--- config.mk ---
export PLATFORM = sky130hd
export DESIGN_NAME = alu_arbiter
export DESIGN_NICKNAME = d
export VERILOG_FILES = /design/src/rtl/alu_pkg.sv /design/src/rtl/alu_rr_pick.sv /design/src/rtl/alu_arbiter.sv
export SDC_FILE = /design/constraint.sdc
export NUM_CORES = 1
export LEC_CHECK = 0
export BUFFER_PORTS_ARGS = -buffer_cell sky130_fd_sc_hd__buf_2
export CAP_MARGIN = 20
export CORE_ASPECT_RATIO = 0.5
export CORE_MARGIN = 2
export CORE_UTILIZATION = 45
export CTS_CLUSTER_SIZE = 10
export DETAILED_ROUTE_END_ITERATION = 16
export PLACE_DENSITY = 0.79
export SLEW_MARGIN = 5
export SYNTH_ARGS = -nofsm -noshare
export SYNTH_HDL_FRONTEND = slang
export SYNTH_SLANG_ARGS = --single-unit
--- constraint.sdc ---
create_clock -name clock -period 2.3 [get_ports clock]
set_input_delay 0.115 -clock clock [delete_from_list [all_inputs] [get_ports clock]]
set_output_delay 0.115 -clock clock [all_outputs]
set_load 0.005 [all_outputs]
--- src/rtl/alu_pkg.sv ---
// Shared definitions for the two-requester ALU arbiter: ALU op codes, FSM states, defaults.
// The optional ALU_ARB_HAMM32_EN build uses HAMM_LANES / HAMM_LANE_W for multi-pass Hamming.
package alu_pkg;

  localparam int unsigned DEFAULT_DATA_W = 32;

  localparam logic [3:0] ALUC_ADD  = 4'b0000;
  localparam logic [3:0] ALUC_SUB  = 4'b0100;
  localparam logic [3:0] ALUC_AND  = 4'b0001;
  localparam logic [3:0] ALUC_OR   = 4'b0101;
  localparam logic [3:0] ALUC_XOR  = 4'b0010;
  localparam logic [3:0] ALUC_LUI  = 4'b0110;
  localparam logic [3:0] ALUC_SLL  = 4'b0011;
  localparam logic [3:0] ALUC_SRL  = 4'b0111;
  localparam logic [3:0] ALUC_SRA  = 4'b1111;
  localparam logic [3:0] ALUC_HAMM = 4'b1011;

  // The ALU counts differing bits of one 4-bit lane per pass.
  localparam int unsigned HAMM_LANES  = 8;
  localparam int unsigned HAMM_LANE_W = 4;

  typedef enum logic [1:0] {
    StIdle,
    StExec,
    StResp
  } arb_state_e;

  function automatic logic is_hamm(input logic [3:0] aluc);
    return aluc == ALUC_HAMM;
  endfunction

endpackage

--- src/rtl/alu_rr_pick.sv ---
// Combinational 2-way round-robin picker: a lone requester wins, a tie goes to the
// requester that did not win last time.
module alu_rr_pick (
  input  logic [1:0] valid,
  input  logic       last_grant,
  output logic [1:0] grant
);

  always_comb begin
    grant = 2'b00;
    unique case (valid)
      2'b01:   grant = 2'b01;
      2'b10:   grant = 2'b10;
      2'b11:   grant = last_grant ? 2'b01 : 2'b10;
      default: grant = 2'b00;
    endcase
  end

endmodule

--- src/rtl/alu_arbiter.sv ---
// Shares one combinational ALU between two valid/ready requesters with round-robin arbitration.
// Define ALU_ARB_HAMM32_EN to run HAMM as an 8-pass full-width Hamming distance.
module alu_arbiter
  import alu_pkg::*;
#(
  parameter int unsigned DATA_W   = DEFAULT_DATA_W,
  parameter int unsigned RST_PRIO = 0
) (
  input  logic              clock,
  input  logic              resetn,

  input  logic              req0_valid,
  output logic              req0_ready,
  input  logic [DATA_W-1:0] req0_a,
  input  logic [DATA_W-1:0] req0_b,
  input  logic [3:0]        req0_aluc,
  output logic              rsp0_valid,
  input  logic              rsp0_ready,
  output logic [DATA_W-1:0] rsp0_s,
  output logic              rsp0_z,

  input  logic              req1_valid,
  output logic              req1_ready,
  input  logic [DATA_W-1:0] req1_a,
  input  logic [DATA_W-1:0] req1_b,
  input  logic [3:0]        req1_aluc,
  output logic              rsp1_valid,
  input  logic              rsp1_ready,
  output logic [DATA_W-1:0] rsp1_s,
  output logic              rsp1_z,

  output logic [DATA_W-1:0] alu_a,
  output logic [DATA_W-1:0] alu_b,
  output logic [3:0]        alu_aluc,
  input  logic [DATA_W-1:0] alu_s,
  input  logic              alu_z
);

  // last_grant resets to the other requester so RST_PRIO wins the first tie.
  localparam logic LastGrantRst = (RST_PRIO == 0) ? 1'b1 : 1'b0;

  arb_state_e        state_q;
  logic [DATA_W-1:0] op_a_q;
  logic [DATA_W-1:0] op_b_q;
  logic [3:0]        op_aluc_q;
  logic              owner_q;
  logic              last_grant_q;

  logic [1:0]        grant;
  logic              exec_done;
  logic [DATA_W-1:0] exec_s;
  logic              exec_z;
  logic              rsp_accept;

  alu_rr_pick u_pick (
    .valid      ({req1_valid, req0_valid}),
    .last_grant (last_grant_q),
    .grant      (grant)
  );

  assign req0_ready = (state_q == StIdle) & grant[0];
  assign req1_ready = (state_q == StIdle) & grant[1];
  assign alu_aluc   = op_aluc_q;
  assign rsp_accept = owner_q ? rsp1_ready : rsp0_ready;

`ifdef ALU_ARB_HAMM32_EN
  logic [2:0] k_q;
  logic [5:0] sum_q;
  logic [5:0] hamm_total;
  logic       hamm_op;

  assign hamm_op    = is_hamm(op_aluc_q);
  assign hamm_total = sum_q + alu_s[5:0];
  assign alu_a      = hamm_op ? (op_a_q >> {k_q, 2'b00}) : op_a_q;
  assign alu_b      = hamm_op ? (op_b_q >> {k_q, 2'b00}) : op_b_q;

  always_comb begin
    exec_done = 1'b1;
    exec_s    = alu_s;
    exec_z    = alu_z;
    if (hamm_op) begin
      exec_done = (k_q == 3'(HAMM_LANES - 1));
      exec_s    = DATA_W'(hamm_total);
      exec_z    = (hamm_total == 6'd0);
    end
  end
`else
  assign alu_a     = op_a_q;
  assign alu_b     = op_b_q;
  assign exec_done = 1'b1;
  assign exec_s    = alu_s;
  assign exec_z    = alu_z;
`endif

  always_ff @(posedge clock or negedge resetn) begin
    if (!resetn) begin
      state_q      <= StIdle;
      op_a_q       <= '0;
      op_b_q       <= '0;
      op_aluc_q    <= '0;
      owner_q      <= 1'b0;
      last_grant_q <= LastGrantRst;
      rsp0_valid   <= 1'b0;
      rsp0_s       <= '0;
      rsp0_z       <= 1'b0;
      rsp1_valid   <= 1'b0;
      rsp1_s       <= '0;
      rsp1_z       <= 1'b0;
`ifdef ALU_ARB_HAMM32_EN
      k_q          <= '0;
      sum_q        <= '0;
`endif
    end else begin
      unique case (state_q)
        StIdle: begin
          if (|grant) begin
            owner_q      <= grant[1];
            last_grant_q <= grant[1];
            op_a_q       <= grant[1] ? req1_a    : req0_a;
            op_b_q       <= grant[1] ? req1_b    : req0_b;
            op_aluc_q    <= grant[1] ? req1_aluc : req0_aluc;
            state_q      <= StExec;
          end
        end
        StExec: begin
`ifdef ALU_ARB_HAMM32_EN
          if (!exec_done) begin
            k_q   <= k_q + 3'd1;
            sum_q <= hamm_total;
          end else begin
            k_q   <= '0;
            sum_q <= '0;
          end
`endif
          if (exec_done) begin
            if (owner_q) begin
              rsp1_valid <= 1'b1;
              rsp1_s     <= exec_s;
              rsp1_z     <= exec_z;
            end else begin
              rsp0_valid <= 1'b1;
              rsp0_s     <= exec_s;
              rsp0_z     <= exec_z;
            end
            state_q <= StResp;
          end
        end
        StResp: begin
          // Accept returns to IDLE only; a new grant waits for the next cycle.
          if (rsp_accept) begin
            rsp0_valid <= 1'b0;
            rsp1_valid <= 1'b0;
            state_q    <= StIdle;
          end
        end
        default: state_q <= StIdle;
      endcase
    end
  end

endmodule

Word-level counts from Yosys, hierarchy flattened
Index checks and enable logic that the tools add are counted.
Widths: inputs -> output; s select.
- equal/unequal tests: 9
- mux-type cells: 14
- bitwise operators: 3
- reductions and logical operators: 9
- operators by type and width (cell ; number):
    $mux 32 ; 2
    $pmux 2 s3 ; 2
    $reduce_and 2->1 ; 4
    $eq 2x2->1 const B ; 3
    $mux 2 ; 3
    $ne 2x2->1 const B ; 3
    $reduce_and 3->1 ; 2
    $eq 2x1->1 const B ; 2
    $mux 1 ; 4
    $mux 4 ; 1
    $pmux 1 s2 ; 2
    $and 1x1->1 ; 2
    $logic_not 2->1 ; 1
    $ne 2x1->1 const B ; 1
    $reduce_bool 2->1 ; 1
    $reduce_or 2->1 ; 1
    $not 1->1 ; 1
- flip-flop bits (word level): 140
- input bits: 175
- output and inout bits: 138
- word-level logic and storage cells: 47

Depth between registers and ports, before layout
- depth in word-level cells: 5
- mapped depth: 6
- depth with buffers taken out: 4

Cells and area by module
Synthesis repeated with hierarchy kept, for this count alone.
- cell total of the unflattened synthesis: 391
- area, all modules: 6219.7 µm²
- modules (own cells, without submodules) (module ; instances ; cells an instance ; area an instance (µm²) ; seq. area each (µm²)):
    alu_arbiter ; 1 ; 388 ; 6200.9 ; 3504.6
    alu_rr_pick ; 1 ; 3 ; 18.8 ; 0.0

Worst setup path after synthesis
OpenSTA, ideal clock, no wires.
- path type: flip-flop to flip-flop
- from: register state_q[1]
- to: register rsp0_s[0]
- setup time: 0.125 ns
- arrival: 1.292 ns
- required time: 2.175 ns
- path slack: 0.883 ns
- cell stages (with the launch flop): 5
- path buffers: 1
- period minus slack after synthesis: 1.417 ns
- path through: dfrtp_1 -> nand2b_1 -> nor2_2 -> buf_4 -> mux2_2
- longest elaborated chain between the ends: 2
- ends and longest elaborated chain (item ; line ; RTL):
    from (decl) ; alu_arbiter.sv:42 ; arb_state_e state_q;
    from (signal assigned) ; alu_arbiter.sv:97 ; state_q <= StIdle;
    from (signal assigned) ; alu_arbiter.sv:122 ; state_q <= StExec;
    from (signal assigned) ; alu_arbiter.sv:145 ; state_q <= StResp;
    $eq 2x1->1 ; alu_arbiter.sv:114 ; unique case (state_q)
    $reduce_and 2->1 (no source line) ; -- ;
    to (signal assigned) ; alu_arbiter.sv:142 ; rsp0_s <= exec_s;
    to (decl) ; alu_arbiter.sv:19 ; output logic [DATA_W-1:0] rsp0_s,
No other way between the ends.
A chain may end at the register's enable or synchronous reset.

Final worst setup path
- from: register state_q[0]
- to: output req1_ready
- longest elaborated chain between the ends: 2
- ends and longest elaborated chain (item ; line ; RTL):
    $logic_not 2->1 ; alu_arbiter.sv:62 ; assign req1_ready = (state_q == StIdle) & grant[1];
    $and 1x1->1 ; alu_arbiter.sv:62 ;
    to (decl) ; alu_arbiter.sv:23 ; output logic req1_ready,
No other way between the ends.

==> impl_metrics.csv <==
group,metric,value,unit
outcome,status,"completed",
timing,worstMarginPinSlew,0.887,ns
pwr,p_leak,4.29,nW
route,drt_iter0_drc,437,
grt,grt_max_degree,71,
synth,syn-instance-count,555,
grt,antenna_found_initial,0,
grt,grt_overflow_total,0,
grt,grtUsageTotal,0.248,
timing,fin_crit_sh,0.941,
critical_path,timing_worst_setup_path_type,"flip-flop to output port",
route,wl,18.3,mm
floorplanning,die_area,14600,sq um
timing,finalSetupViolations,0,
placed_design,place.detailed.hpwl,12.3,mm
pwr,power,0.0119,W
pwr,p_comb_frac,0.381,
critical_path,cp_max_fo,40,
floorplanning,core_area,13400,sq um
timing,fin_tns_setup,0,ns
route,antenna_left,0,
synth,synth_area_leaders,"dfrtp_1, mux2_2, o31ai_1, a21oi_1, o21ai_0",
placed_design,dpl-instance-area,7820,sq um
synth,avgSynthCellArea,11.0,sq um
clocking,cts_inserted_buffers,17,
placed_design,place_congestion,0.841,
synth,synth_area_leader_cell,"dfrtp_1",
floorplanning,io-pin-count,313,
floorplanning,die_h,86.3,microns
synth,yosysTopAreaCellShare,0.570,
floorplanning,start_util,0.455,
worst_hold_path,min-delay-start,"req0_b[15]",
pwr,pwr_density_cell,1340,nW/um^2
final_layout,postLayoutCellArea,8850,sq um
timing,finClkSkew,0.0104,ns
placed_design,portBuffers,312,
timing,whs,0.00922,ns
synth,ys_seq_area_frac,0.574,
timing,layout_min_cycle_time,2.16,ns
timing,max_freq,462,MHz
clocking,cts.sinks,140,
clocking,clkLatencyLatePin,0.40,ns
pwr,p_sw,0.00402,W
clocking,cts_tree,"done",
timing,slew-limit-headroom,0.406,
pwr,intPower,0.00788,W
pwr,power.share.clock,0.252,
synth,syn-num-nets,730,
clocking,cts_htree_levels,4,
synth,yosysWarnings,0,
synth,synth_seq_cells,140,
final_layout,diodes,0,
route,vias,5867,
critical_path,required,2.18,ns
floorplanning,fp.dieW,169,microns
clocking,root_buffer,"clkbuf_16",
clocking,cts_setup_buffers,0,
pwr,power_switching_share,0.338,
worst_hold_path,hold_path.class,"input port to flip-flop",
timing,drv_slew,0,
critical_path,arrival,2.05,ns
timing,rsz0062_at_grt,"false",
critical_path,start_kind,"flip-flop",
clocking,clk_pin_slew,0.07,ns
final_layout,drive_above_1_share,0.482,
job,maxCapViolations,0,
final_layout,final_nets,1059,
timing,hold_viol_final,0,
synth,synth_area,6100,sq um
critical_path,critPathLaunch,"state_q[0]$_DFFE_PN0P_",
grt,grt_pass1_vias,5802,
route,drt_drc_violations_left,0,
critical_path,end_kind,"output port",
synth,yosysUniqueCellTypes,27,
pwr,power_frac_seq,0.367,
clocking,clk_path_buf_depth,2,
grt,grt_first_pass_wirelength,28.8,mm
floorplanning,rows,30,
final_layout,syn2layout_area_growth,45.0,%
clocking,cts-resized-gates,0,
route,viasPerCell,5.47,
route,wire_per_inst,17.0,microns
pwr,ir_worst_vdd,0.648,mV
route,dr.pass1.iters,5,
critical_path,r2r_start,"state_q[0]$_DFFE_PN0P_",
[critical path: stages (launching register included)]
cell and delay, ns:
dfrtp_1 0.45, nor2_1 0.33, o21ai_4 0.32, buf_12 0.28, a21oi_1 0.12, buf_2 0.12
[area by class of cell]
class	instances	area [sq um]
Fill cell	1036	4550
Sequential cell	140	3500
Multi-Input combinational cell	361	2370
Timing Repair Buffer	362	2100
Clock buffer	19	443
Tap cell	176	220
Clock inverter	13	203
Inverter	2	7.51
[through the flow]
stage	utilization	setup slack, ns	std cells
6_report	0.660	0.136	1073
5_1_grt	0.660	0.0138	1073
4_1_cts	0.659	0.152	1072
3_5_place_dp	0.584	0.419	1004
3_3_place_gp	0.584	0.527	1004
2_1_floorplan	-	0.883	555
[repair_timing]
action / CTS / global route
endpoints found under the hold margin: 120 / 0
hold buffers: 36 / 0
endpoints found under the setup margin: 0 / 0
[worst paths after layout]
check	slack, ns	to	depth (start not counted)
max reg2reg	0.51	alu_a[21]$_DFFE_PN0P_	4
min in group asynchronous	0.25	rsp0_s[14]$_DFFE_PN0P_	2
max in group asynchronous	1.25	rsp1_s[20]$_DFFE_PN0P_	3
min reg2reg	0.50	rsp1_s[31]$_DFFE_PN0P_	1
min	0.009	alu_b[15]$_DFFE_PN0P_	3
max	0.14	req1_ready	5
[registers in the layout (all words and copies together) (netlist names)]
| name | cells |
|---|---|
| alu_a | 32 |
| alu_b | 32 |
| rsp0_s | 32 |
| rsp1_s | 32 |
| alu_aluc | 4 |
| state_q | 2 |
| last_grant_q | 1 |
| owner_q | 1 |
| rsp0_valid | 1 |
| rsp0_z | 1 |
| rsp1_valid | 1 |
| rsp1_z | 1 |
[logic make-up (layout without fill, tap and decap cells)]
group                  Yosys count  in the layout  share of synthesized area
muxes                           67             67                      0.124
and+or+nand+nor                 79             79                     0.0509
AOI/OAI and AO/OA              215            215                      0.209
DFF                            140            140                      0.574
buffers and inverters           54            396                     0.0424
[power groups by stage]
| stage | Combinational (W) | Clock [W] | Sequential [W] |
|---|---|---|---|
| 3_3_place_gp | 0.00430 | 0 | 0.00432 |
| 6_report | 0.00453 | 0.00299 | 0.00437 |
| 3_5_place_dp | 0.00443 | 0 | 0.00438 |
| 5_1_grt | 0.00495 | 0.00316 | 0.00451 |
| 4_1_cts | 0.00448 | 0.00304 | 0.00436 |
| 2_1_floorplan | 0.00231 | 0 | 0.00442 |
[Yosys cell counts]
master      n
o31ai_1    68
a21o_1      1
dfstp_2     1
a31oi_1     1
buf_4       3
nor2_2      1
a21boi_2    1
a22o_1      2
o21ai_0    66
clkbuf_1   27
nor2_1     71
nand3_1     1
o21ai_1     3
dfrtp_1   139
o22a_1      1
nand2b_1    3
buf_6       3
a21oi_1    70
or2_1       1
nand2_1     2
inv_1       2
buf_2      17
o21ai_2     1
o21bai_1    1
buf_1       1
clkbuf_2    1
mux2_2     67
[placed cells by master, fill, tap and decap left out, types with 2 or more instances in the layout]
master | synthesis | layout
buf_2 | 17 | 311
dfrtp_1 | 139 | 139
nor2_1 | 71 | 70
a21oi_1 | 70 | 70
o31ai_1 | 68 | 68
mux2_2 | 67 | 67
o21ai_0 | 66 | 66
dlygate4sd3_1 | 0 | 36
clkbuf_16 | 0 | 17
buf_4 | 3 | 9
inv_6 | 0 | 5
buf_12 | 0 | 5
bufinv_16 | 0 | 4
o21ai_1 | 3 | 3
nand2_1 | 2 | 2
inv_1 | 2 | 2
nand2b_1 | 3 | 2
nor2_4 | 0 | 2
a22o_1 | 2 | 2
inv_8 | 0 | 2
[routing by layer]
| metal | wire length (microns) | share of wire | track usage | vias up |
|---|---|---|---|---|
| met4 | 514 | 0.028 | 0.105 | 0 |
| met3 | 950 | 0.052 | 0.0429 | 44 |
| met2 | 9610 | 0.53 | 0.437 | 245 |
| met1 | 7210 | 0.39 | 0.305 | 2918 |
| li1 | - | - | - | 2660 |
| met5 | 0 | 0 | 0 | - |
(Power assumes the default switching activity.)
